**config.mk**
```make
export PLATFORM = sky130hd
export DESIGN_NAME = perceptron_trainer_flat
export DESIGN_NICKNAME = d
export VERILOG_FILES = /design/src/rtl/perceptron_trainer_if.sv /design/src/rtl/perceptron_trainer.sv /design/src/flat_wrapper.sv
export SDC_FILE = /design/constraint.sdc
export NUM_CORES = 1
export LEC_CHECK = 0
export CAP_MARGIN = 20
export CORE_ASPECT_RATIO = 0.8
export CORE_UTILIZATION = 45
export DETAILED_ROUTE_END_ITERATION = 10
export PLACE_DENSITY = 0.69
export SLEW_MARGIN = 20
export SYNTH_ARGS = -nofsm -noshare
export SYNTH_HDL_FRONTEND = slang
export SYNTH_SLANG_ARGS = --single-unit
```
**constraint.sdc**
```tcl
create_clock -name clk -period 8.17 [get_ports clk]
set_clock_uncertainty 0.15 [all_clocks]
set_input_delay 1.634 -clock clk [delete_from_list [all_inputs] [get_ports clk]]
set_output_delay 1.634 -clock clk [all_outputs]
set_load 0.05 [all_outputs]
```
**src/rtl/perceptron_trainer_if.sv**
```systemverilog
// Control and result bundle between a perceptron trainer and its host.
// The host drives start/targets; the trainer drives weights and status.
interface perceptron_trainer_if #(
    parameter int N  = 33,
    parameter int EW = 5
);
    logic           start_in;
    logic [3:0]     targets_in;
    logic [N-1:0]   w1_out;
    logic [N-1:0]   w2_out;
    logic [N-1:0]   wb_out;
    logic [EW-1:0]  epoch_out;
    logic           busy_out;
    logic           done_out;
    logic           converged_out;

    modport master (
        output start_in, targets_in,
        input  w1_out, w2_out, wb_out, epoch_out, busy_out, done_out, converged_out
    );

    modport slave (
        input  start_in, targets_in,
        output w1_out, w2_out, wb_out, epoch_out, busy_out, done_out, converged_out
    );
endinterface

```
**src/rtl/perceptron_trainer.sv**
```systemverilog
// Sequential perceptron training engine for a 2-input fixed-point neuron.
// Walks the 4-entry binary truth table, applies w += LR*(t-y)*x per sample
// with saturating adds, and repeats epochs until an error-free epoch or the
// epoch limit. Weights are two's-complement sign+q_m+q_n words.
//
// state  | meaning
// IDLE   | waiting for start after reset
// EVAL   | compute neuron output and error for the current sample
// UPDATE | apply weight correction, advance sample index
// CHECK  | close the epoch: converge, give up, or start another epoch
// DONE   | results held until start or reset
module perceptron_trainer #(
    parameter int SIGN = 1,
    parameter int Q_M  = 16,
    parameter int Q_N  = 16,
    parameter int N    = SIGN + Q_M + Q_N,
    parameter logic [N-1:0] LR      = {{(N-1){1'b0}}, 1'b1} << Q_N,
    parameter logic [N-1:0] W1_INIT = '0,
    parameter logic [N-1:0] W2_INIT = '0,
    parameter logic [N-1:0] WB_INIT = '0,
    parameter int MAX_EPOCHS = 16,
    parameter int EW = $clog2(MAX_EPOCHS + 1)
) (
    input  logic clk,
    input  logic rst,
    perceptron_trainer_if.slave bus
);

    typedef enum logic [2:0] {
        S_IDLE,
        S_EVAL,
        S_UPDATE,
        S_CHECK,
        S_DONE
    } state_t;

    state_t         state_q, state_d;
    logic [N-1:0]   w1_q, w1_d;
    logic [N-1:0]   w2_q, w2_d;
    logic [N-1:0]   wb_q, wb_d;
    logic [EW-1:0]  epoch_q, epoch_d;
    logic [1:0]     idx_q, idx_d;
    logic           err_q, err_d;
    logic           conv_q, conv_d;
    logic [3:0]     tgt_q, tgt_d;
    logic [1:0]     e_q, e_d;      // signed error: 01 = +1, 00 = 0, 11 = -1

    logic           x1, x2;
    logic [N+1:0]   sum;
    logic           y;
    logic           t;

    // Adds +LR or -LR to a weight, clamping to the representable range.
    // LR is positive and narrower than the word, so one extra bit suffices.
    function automatic logic [N-1:0] sat_step(input logic [N-1:0] w, input logic neg);
        logic [N:0] a;
        logic [N:0] s;
        a = {w[N-1], w};
        s = neg ? (a - {1'b0, LR}) : (a + {1'b0, LR});
        if (s[N] != s[N-1]) begin
            return s[N] ? {1'b1, {(N-1){1'b0}}} : {1'b0, {(N-1){1'b1}}};
        end
        return s[N-1:0];
    endfunction

    // Forward pass of the neuron for the current sample; N+2 bits cannot overflow.
    always_comb begin
        x1  = idx_q[1];
        x2  = idx_q[0];
        sum = {{2{wb_q[N-1]}}, wb_q}
            + (x1 ? {{2{w1_q[N-1]}}, w1_q} : '0)
            + (x2 ? {{2{w2_q[N-1]}}, w2_q} : '0);
        y   = !sum[N+1] && (sum != '0);
        t   = tgt_q[idx_q];
    end

    // Next-state and datapath updates for the training sequence.
    always_comb begin
        state_d = state_q;
        w1_d    = w1_q;
        w2_d    = w2_q;
        wb_d    = wb_q;
        epoch_d = epoch_q;
        idx_d   = idx_q;
        err_d   = err_q;
        conv_d  = conv_q;
        tgt_d   = tgt_q;
        e_d     = e_q;
        case (state_q)
            S_IDLE, S_DONE: begin
                if (bus.start_in) begin
                    tgt_d   = bus.targets_in;
                    w1_d    = W1_INIT;
                    w2_d    = W2_INIT;
                    wb_d    = WB_INIT;
                    epoch_d = '0;
                    idx_d   = '0;
                    err_d   = 1'b0;
                    conv_d  = 1'b0;
                    state_d = S_EVAL;
                end
            end
            S_EVAL: begin
                if (t && !y) begin
                    e_d = 2'b01;
                end else if (!t && y) begin
                    e_d = 2'b11;
                end else begin
                    e_d = 2'b00;
                end
                state_d = S_UPDATE;
            end
            S_UPDATE: begin
                if (e_q != 2'b00) begin
                    wb_d  = sat_step(wb_q, e_q[1]);
                    if (x1) w1_d = sat_step(w1_q, e_q[1]);
                    if (x2) w2_d = sat_step(w2_q, e_q[1]);
                    err_d = 1'b1;
                end
                if (idx_q == 2'd3) begin
                    state_d = S_CHECK;
                end else begin
                    idx_d   = idx_q + 2'd1;
                    state_d = S_EVAL;
                end
            end
            S_CHECK: begin
                epoch_d = epoch_q + 1'b1;
                if (!err_q) begin
                    conv_d  = 1'b1;
                    state_d = S_DONE;
                end else if (epoch_d == EW'(MAX_EPOCHS)) begin
                    conv_d  = 1'b0;
                    state_d = S_DONE;
                end else begin
                    err_d   = 1'b0;
                    idx_d   = '0;
                    state_d = S_EVAL;
                end
            end
            default: state_d = S_IDLE;
        endcase
    end

    // State and datapath registers; reset wins over any in-flight training.
    always_ff @(posedge clk) begin
        if (rst) begin
            state_q <= S_IDLE;
            w1_q    <= W1_INIT;
            w2_q    <= W2_INIT;
            wb_q    <= WB_INIT;
            epoch_q <= '0;
            idx_q   <= '0;
            err_q   <= 1'b0;
            conv_q  <= 1'b0;
            tgt_q   <= '0;
            e_q     <= '0;
        end else begin
            state_q <= state_d;
            w1_q    <= w1_d;
            w2_q    <= w2_d;
            wb_q    <= wb_d;
            epoch_q <= epoch_d;
            idx_q   <= idx_d;
            err_q   <= err_d;
            conv_q  <= conv_d;
            tgt_q   <= tgt_d;
            e_q     <= e_d;
        end
    end

    assign bus.w1_out        = w1_q;
    assign bus.w2_out        = w2_q;
    assign bus.wb_out        = wb_q;
    assign bus.epoch_out     = epoch_q;
    assign bus.busy_out      = (state_q == S_EVAL) || (state_q == S_UPDATE) || (state_q == S_CHECK);
    assign bus.done_out      = (state_q == S_DONE);
    assign bus.converged_out = conv_q;

endmodule

```
**src/flat_wrapper.sv**
```systemverilog
// flat-port wrapper written by rule: the top's interface ports become plain ports
module perceptron_trainer_flat 
#(
    parameter int SIGN = 1,
    parameter int Q_M  = 16,
    parameter int Q_N  = 16,
    parameter int N    = SIGN + Q_M + Q_N,
    parameter logic [N-1:0] LR      = {{(N-1){1'b0}}, 1'b1} << Q_N,
    parameter logic [N-1:0] W1_INIT = '0,
    parameter logic [N-1:0] W2_INIT = '0,
    parameter logic [N-1:0] WB_INIT = '0,
    parameter int MAX_EPOCHS = 16,
    parameter int EW = $clog2(MAX_EPOCHS + 1)
)
  (clk, rst, bus_start_in, bus_targets_in, bus_w1_out, bus_w2_out, bus_wb_out, bus_epoch_out, bus_busy_out, bus_done_out, bus_converged_out);
  perceptron_trainer_if #(.N(N), .EW(EW)) bus_i ();
  input  logic clk;
  input  logic rst;
  input wire logic [$bits(bus_i.start_in)-1:0] bus_start_in;
  input wire logic [$bits(bus_i.targets_in)-1:0] bus_targets_in;
  output wire logic [$bits(bus_i.w1_out)-1:0] bus_w1_out;
  output wire logic [$bits(bus_i.w2_out)-1:0] bus_w2_out;
  output wire logic [$bits(bus_i.wb_out)-1:0] bus_wb_out;
  output wire logic [$bits(bus_i.epoch_out)-1:0] bus_epoch_out;
  output wire logic [$bits(bus_i.busy_out)-1:0] bus_busy_out;
  output wire logic [$bits(bus_i.done_out)-1:0] bus_done_out;
  output wire logic [$bits(bus_i.converged_out)-1:0] bus_converged_out;
  assign bus_i.start_in = bus_start_in;
  assign bus_i.targets_in = bus_targets_in;
  assign bus_w1_out = bus_i.w1_out;
  assign bus_w2_out = bus_i.w2_out;
  assign bus_wb_out = bus_i.wb_out;
  assign bus_epoch_out = bus_i.epoch_out;
  assign bus_busy_out = bus_i.busy_out;
  assign bus_done_out = bus_i.done_out;
  assign bus_converged_out = bus_i.converged_out;
  perceptron_trainer #(.SIGN(SIGN), .Q_M(Q_M), .Q_N(Q_N), .N(N), .LR(LR), .W1_INIT(W1_INIT), .W2_INIT(W2_INIT), .WB_INIT(WB_INIT), .MAX_EPOCHS(MAX_EPOCHS), .EW(EW)) u_core (.clk(clk), .rst(rst), .bus(bus_i));
endmodule
```
==> impl_metrics.env, run 1 <==
export IMPL_status="finished, final reports clean"
export IMPL_holdCritPathClass="reg -> reg"
export IMPL_wl_per_cell_um=16.6
export IMPL_cts_root_buffer="clkbuf_16"
export IMPL_numCtsBuffers=9
export IMPL_postRouteAntennaNets=0
export IMPL_synth_yosys_seq_area_share_pct=19.8
export IMPL_synthAdderAreaFrac_pct=19.0
export IMPL_synth_simple_area_share_pct=20.2
export IMPL_die_h_um=116
export IMPL_crit_end="u_core.bus.wb_out[21]$_SDFFE_PP0P_"
export IMPL_finalInstanceArea_um2=8560
export IMPL_p_leak_nw=3.74
export IMPL_syn_cell_area_um2=7270
export IMPL_start_util_pct=46.0
export IMPL_io_buffers=113
export IMPL_globalRouteTotalUtil_pct=25.0
export IMPL_syn_nets=1053
export IMPL_finalCriticalPeriod_ns=5.07
export IMPL_placedInstanceArea_um2=8220
export IMPL_finalSetupViolCount=0
export IMPL_drtIter0Drc=466
export IMPL_cts_hold_buf=0
export IMPL_path_clk_slew_ns=0.06
export IMPL_rsz0062_at_grt="no"
export IMPL_h_tree_depth=3
export IMPL_die_area_um2=16700
export IMPL_mostFrequentLayoutCells="124 x nand2_1, 112 x clkdlybuf4s50_1, 90 x a21oi_1, 83 x nor2_1, 75 x ha_1"
export IMPL_slew_limit_headroom_pct=33.9
export IMPL_ys_warn_count=0
export IMPL_fmax_mhz=197
export IMPL_final_util_pct=54.2
export IMPL_worstSetupStartpoint="u_core.e_q[1]$_SDFFE_PP0P_"
export IMPL_synth_top_family_by_area="compound AO/OA/AOI/OAI gates"
export IMPL_vias_per_cell=5.54
export IMPL_final_common_cell="nand2_1"
export IMPL_ctsResizeCount=0
export IMPL_finalHoldViolCount=0
export IMPL_start_kind="flip-flop"
export IMPL_final_cells=1223
export IMPL_synth_xor_area_share_pct=5.42
export IMPL_synthMuxAreaShare_pct=1.19
export IMPL_clock_sinks=72
export IMPL_synth_seq_cells=72
export IMPL_synth_edf_count=0
export IMPL_grt_pass1_vias=6065
export IMPL_gp_congestion=0.958
export IMPL_cts_tree="built"
export IMPL_crit_path_end_kind="flip-flop"
export IMPL_cap_violations=0
export IMPL_coreArea_um2=15800
export IMPL_grt_overflow_total=0
export IMPL_drt_total_wl_mm=20.3
export IMPL_avgSynthCellArea_um2=7.66
export IMPL_clk_path_buf_depth=2
export IMPL_rrSetupSlack_ns=3.10
export IMPL_synthFlopType="dfxtp_1"
export IMPL_r2r_end="u_core.bus.wb_out[21]$_SDFFE_PP0P_"
export IMPL_synth_compound_area_share_pct=24.3
export IMPL_whs_ns=0.302
export IMPL_dp_hpwl_mm=15.4
export IMPL_layout_nets=1107
export IMPL_fin_crit_sh_pct=62.1
export IMPL_detail_route_first_pass_iterations=7
export IMPL_antenna_found_initial=0
export IMPL_vias=6778
export IMPL_peakVddDrop_mv=0.0913
export IMPL_dieWidth_um=144
export IMPL_cp_max_fo=24
export IMPL_area_delta_synth_final_pct=17.8
export IMPL_crit_type="reg -> reg"
export IMPL_tightest_slew_ns=0.983
export IMPL_grt_pass1_wl_mm=32.3
export IMPL_synthArstFlopShare_pct=0
export IMPL_crit_arrival_ns=5.21
export IMPL_insertion_delay_ns=0.35
export IMPL_drv_slew=0
export IMPL_p_per_area_nw_per_um2=105
export IMPL_num_rows=41
export IMPL_cts_setup_buffers=0
export IMPL_dpl_cell_count=1207
export IMPL_n_antenna_cell=0
export IMPL_io_pins=114
export IMPL_synth_cells=949
export IMPL_r2r_start="u_core.e_q[1]$_SDFFE_PP0P_"
export IMPL_layout_drive_gt1_share_pct=3.97
export IMPL_reg2reg_depth=16
export IMPL_multi_input_area_um2=5100
export IMPL_drc_errors=0
export IMPL_register_area_um2=1440
export IMPL_cp_required_ns=8.31
export IMPL_yosysUniqueCellTypes=75
export IMPL_grt_max_degree=60
export IMPL_tns_ns=0
export IMPL_num_fill_cells=1515
-- metal layers --
layer  wire (µm)  up-vias  part of all wire (%)  track usage [%]
li1            -     3421                     -                -
met4         259        0                   1.3             6.17
met2        8200      260                    40             36.4
met5           0        -                     0                0
met1       10400     3080                    51             38.4
met3        1400       17                   6.9             3.35
-- state kept, by name (all words and copies together) (netlist names) --
name                      cells
u_core.bus.w1_out            18
u_core.bus.w2_out            18
u_core.bus.wb_out            18
u_core.bus.epoch_out          5
u_core.tgt_q                  4
u_core.state_q                3
u_core.e_q                    2
u_core.idx_q                  2
u_core.bus.converged_out      1
u_core.err_q                  1
-- final cells by class --
class / instances / share of cell area, %
timing repair buffer: 119 / 13.7
clock inverter: 7 / 1.37
multi-input combinational: 738 / 59.6
clock buffer: 9 / 2.63
tap: 215 / 3.14
inverter: 63 / 2.76
sequential: 72 / 16.8
-- per-stage QoR --
step / total power [mW] / setup slack [ns]
2_1_floorplan: 0.413 / 3.56
3_3_place_gp: 0.435 / 3.14
3_5_place_dp: 0.436 / 3.25
4_1_cts: 0.902 / 3.19
5_1_grt: 0.923 / 2.71
6_report: 0.896 / 3.10
-- Yosys cell counts, drive strengths merged, types with 3 or more instances --
master	count	area (µm²)
nand2	124	465
a21oi	90	450
nor2	83	312
ha	75	938
dfxtp	72	1440
inv	63	236
o21ai	58	290
buf	56	419
xnor2	28	245
fa	22	440
clkbuf	20	75.1
nand3	20	100
a22oi	19	143
nor3	19	95.1
xor2	17	149
a211oi	15	123
a21o	15	113
and2	15	93.8
nand2b	14	87.6
a22o	11	96.3
o21a	11	82.6
and3	8	50.1
o211ai	8	65.1
nor2b	7	43.8
a31oi	6	50.0
nor4	6	58.8
nor3b	5	37.5
o21bai	4	30.0
o31ai	4	30.0
mux2	3	33.8
mux2i	3	30.0
nand3b	3	22.5
o22ai	3	18.8
-- report_power, final --
group	total [mW]	internal, mW	switching [mW]
registers	0.361	0.355	0.00652
clock network	0.467	0.299	0.168
logic	0.0671	0.0214	0.0457
-- critical path: stages (launching register included) --
cell and delay, ns:
dfxtp_2 0.71, ha_1 0.39, a21oi_1 0.30, o211a_1 0.23
o31ai_1 0.11, o41ai_2 0.32, o21ai_1 0.19, a21o_1 0.21
a21oi_1 0.18, xnor2_1 0.09, ha_1 0.55, inv_1 0.25
o21ai_0 0.13, o21ai_0 0.16, nor2b_1 0.21, nor2_1 0.56
a22o_1 0.23
-- cells by family after synthesis --
family,count (synthesis)
buf+inv,139
flops,72
simple gates,316
compound gates,273
xor+xnor,45
fa+ha+maj,97
mux,7
-- how the worst min path moves through the flow --
| stage | from | end | depth (start not counted) |
|---|---|---|---|
| floorplan | u_core.tgt_q[2]$_SDFFE_PP0P_ | u_core.tgt_q[2]$_SDFFE_PP0P_ | 2 |
| global placement | u_core.tgt_q[0]$_SDFFE_PP0P_ | u_core.tgt_q[0]$_SDFFE_PP0P_ | 2 |
| detailed placement | u_core.tgt_q[0]$_SDFFE_PP0P_ | u_core.tgt_q[0]$_SDFFE_PP0P_ | 2 |
| CTS | u_core.tgt_q[0]$_SDFFE_PP0P_ | u_core.tgt_q[0]$_SDFFE_PP0P_ | 2 |
| global route | u_core.tgt_q[2]$_SDFFE_PP0P_ | u_core.tgt_q[2]$_SDFFE_PP0P_ | 2 |
| finish | u_core.tgt_q[0]$_SDFFE_PP0P_ | u_core.tgt_q[0]$_SDFFE_PP0P_ | 2 |
(Power assumes the default switching activity.)
==> inputs of run 2 (changes only) <==
==> constraint.sdc (replaced) <==
create_clock -name clk -period 5.29 [get_ports clk]
set_clock_uncertainty 0.15 [all_clocks]
set_input_delay 1.058 -clock clk [delete_from_list [all_inputs] [get_ports clk]]
set_output_delay 1.058 -clock clk [all_outputs]
set_load 0.05 [all_outputs]
==> impl_metrics.env, run 2 (same netlist as run 1, synthesis figures left out) <==
export IMPL_status="finished, final reports clean"
export IMPL_drtIter0Drc=570
export IMPL_slowest_stage="dfxtp_2"
export IMPL_p_per_area_nw_per_um2=152
export IMPL_power_frac_comb_pct=8.2
export IMPL_totalPowerFinal_mw=1.30
export IMPL_tns_ns=0
export IMPL_dp_hpwl_mm=15.6
export IMPL_vias=6978
export IMPL_fmax_mhz=209
export IMPL_rsz0062_at_grt="no"
export IMPL_fin_crit_sh_pct=90.3
export IMPL_tightest_slew_ns=1.01
export IMPL_finalHoldViolCount=0
export IMPL_fin_ws_ns=0.514
export IMPL_io_pins=114
export IMPL_worst_path_stages=16
export IMPL_crit_path_end_kind="flip-flop"
export IMPL_layout_drive_gt1_share_pct=4.15
export IMPL_place_ws_ns=0.426
export IMPL_p_switching_mw=0.340
export IMPL_peakVddDrop_mv=0.155
export IMPL_die_h_um=116
export IMPL_clock_sinks=72
export IMPL_io_buffers=113
export IMPL_final_util_pct=54.1
export IMPL_path_cells="ha_1, a21oi_1, o211a_1, o31ai_1, o41ai_2, o21ai_1, a21o_1, a21oi_1, xnor2_1, ha_1, inv_1, o21ai_0, o21ai_0, nor2b_1, nor2_2, a22o_1"
export IMPL_crit_type="reg -> reg"
export IMPL_internal_power_mw=0.962
export IMPL_path_buf_inv=1
export IMPL_crit_arrival_ns=4.92
export IMPL_reg2reg_depth=16
export IMPL_finalSetupViolCount=0
export IMPL_globalRouteTotalUtil_pct=25.1
export IMPL_holdCritPathClass="reg -> reg"
export IMPL_grt_pass1_wl_mm=32.2
export IMPL_vias_per_cell=5.69
export IMPL_layout_nets=1110
export IMPL_switching_share_pct=26.1
export IMPL_cp_max_fo=20
export IMPL_detail_route_first_pass_iterations=5
export IMPL_p_seq_share_pct=42.7
export IMPL_h_tree_depth=3
export IMPL_whs_ns=0.311
export IMPL_cp_required_ns=5.44
export IMPL_grt_pass1_vias=6120
export IMPL_holdPathStages=2
export IMPL_insertion_delay_ns=0.36
export IMPL_num_rows=41
export IMPL_start_util_pct=46.0
export IMPL_num_fill_cells=1591
export IMPL_wl_per_cell_um=16.7
export IMPL_gp_congestion=0.974
export IMPL_final_common_cell="nand2_1"
export IMPL_p_leak_nw=3.73
export IMPL_finalInstanceArea_um2=8560
export IMPL_final_cells=1226
export IMPL_drv_slew=0
export IMPL_cts_setup_buffers=0
export IMPL_antenna_found_initial=0
export IMPL_dieWidth_um=144
export IMPL_slew_limit_headroom_pct=32.2
export IMPL_path_clk_slew_ns=0.06
export IMPL_slowest_delay_ns=0.69
export IMPL_area_delta_synth_final_pct=17.7
export IMPL_clk_path_buf_depth=2
export IMPL_die_area_um2=16700
export IMPL_cts_tree="built"
export IMPL_crit_family="compound AO/OA/AOI/OAI gates"
export IMPL_cts_root_buffer="clkbuf_16"
export IMPL_grt_max_degree=48
export IMPL_drc_errors=0
export IMPL_postRouteAntennaNets=0
export IMPL_finalCriticalPeriod_ns=4.78
export IMPL_n_antenna_cell=0
export IMPL_start_kind="flip-flop"
export IMPL_coreArea_um2=15800
export IMPL_grt_overflow_total=0
export IMPL_dpl_cell_count=1210
export IMPL_drt_total_wl_mm=20.5
export IMPL_mostFrequentLayoutCells="124 x nand2_1, 112 x clkdlybuf4s50_1, 90 x a21oi_1, 82 x nor2_1, 75 x ha_1"
export IMPL_cap_violations=0
export IMPL_numCtsBuffers=9
export IMPL_placedInstanceArea_um2=8250
export IMPL_p_clk_share_pct=49.1
-- run 2: final timing paths --
kind,startpoint,to,slack (ns)
min,u_core.tgt_q[2]$_SDFFE_PP0P_,u_core.tgt_q[2]$_SDFFE_PP0P_,0.31
max,u_core.e_q[1]$_SDFFE_PP0P_,u_core.bus.wb_out[21]$_SDFFE_PP0P_,0.51
min reg2reg,u_core.tgt_q[2]$_SDFFE_PP0P_,u_core.tgt_q[2]$_SDFFE_PP0P_,0.31
max reg2reg,u_core.e_q[1]$_SDFFE_PP0P_,u_core.bus.wb_out[21]$_SDFFE_PP0P_,0.51
-- run 2: area by class of cell --
cell class	count	area, µm²	share of cell area (%)
Sequential cell	72	1440	16.9
Tap cell	215	269	3.14
Timing Repair Buffer	122	1210	14.1
Multi-Input combinational cell	738	5100	59.6
Clock buffer	12	246	2.88
Inverter	63	236	2.76
Clock inverter	4	52.6	0.614
-- run 2: worst register-to-register path, cell delays in order (launching register included) --
cell	delay [ns]
dfxtp_2	0.69
ha_1	0.41
a21oi_1	0.28
o211a_1	0.23
o31ai_1	0.11
o41ai_2	0.35
o21ai_1	0.17
a21o_1	0.20
a21oi_1	0.17
xnor2_1	0.10
ha_1	0.57
inv_1	0.23
o21ai_0	0.12
o21ai_0	0.12
nor2b_1	0.21
nor2_2	0.40
a22o_1	0.21
-- run 2: what timing repair did --
item	in CTS	in global routing
endpoints found under the setup margin	0	9
hold buffers	0	0
gates resized for setup	0	1
-- run 2: power groups by stage --
stage	registers, mW	logic [mW]	clock network, mW
finish	0.556	0.106	0.640
floorplan	0.567	0.0706	0
global route	0.557	0.116	0.669
CTS	0.556	0.105	0.648
global placement	0.568	0.104	0
detailed placement	0.568	0.105	0
-- run 2: metal layers --
| metal | up-vias | global-route usage, % | wire length (µm) |
|---|---|---|---|
| met2 | 244 | 36.1 | 8430 |
| met1 | 3274 | 37.5 | 10500 |
| met4 | 0 | 6.24 | 273 |
| met3 | 24 | 5.37 | 1360 |
| met5 | - | 0 | 0 |
| li1 | 3436 | - | - |
==> inputs of run 3 (changes only) <==
==> constraint.sdc (replaced) <==
create_clock -name clk -period 5.29 [get_ports clk]
set_clock_uncertainty 0.15 [all_clocks]
set_input_delay 0.7935 -clock clk [delete_from_list [all_inputs] [get_ports clk]]
set_output_delay 0.7935 -clock clk [all_outputs]
set_load 0.05 [all_outputs]
==> results of run 3 <==
The final DEF is identical to that of run 2; final timing and power are the same.
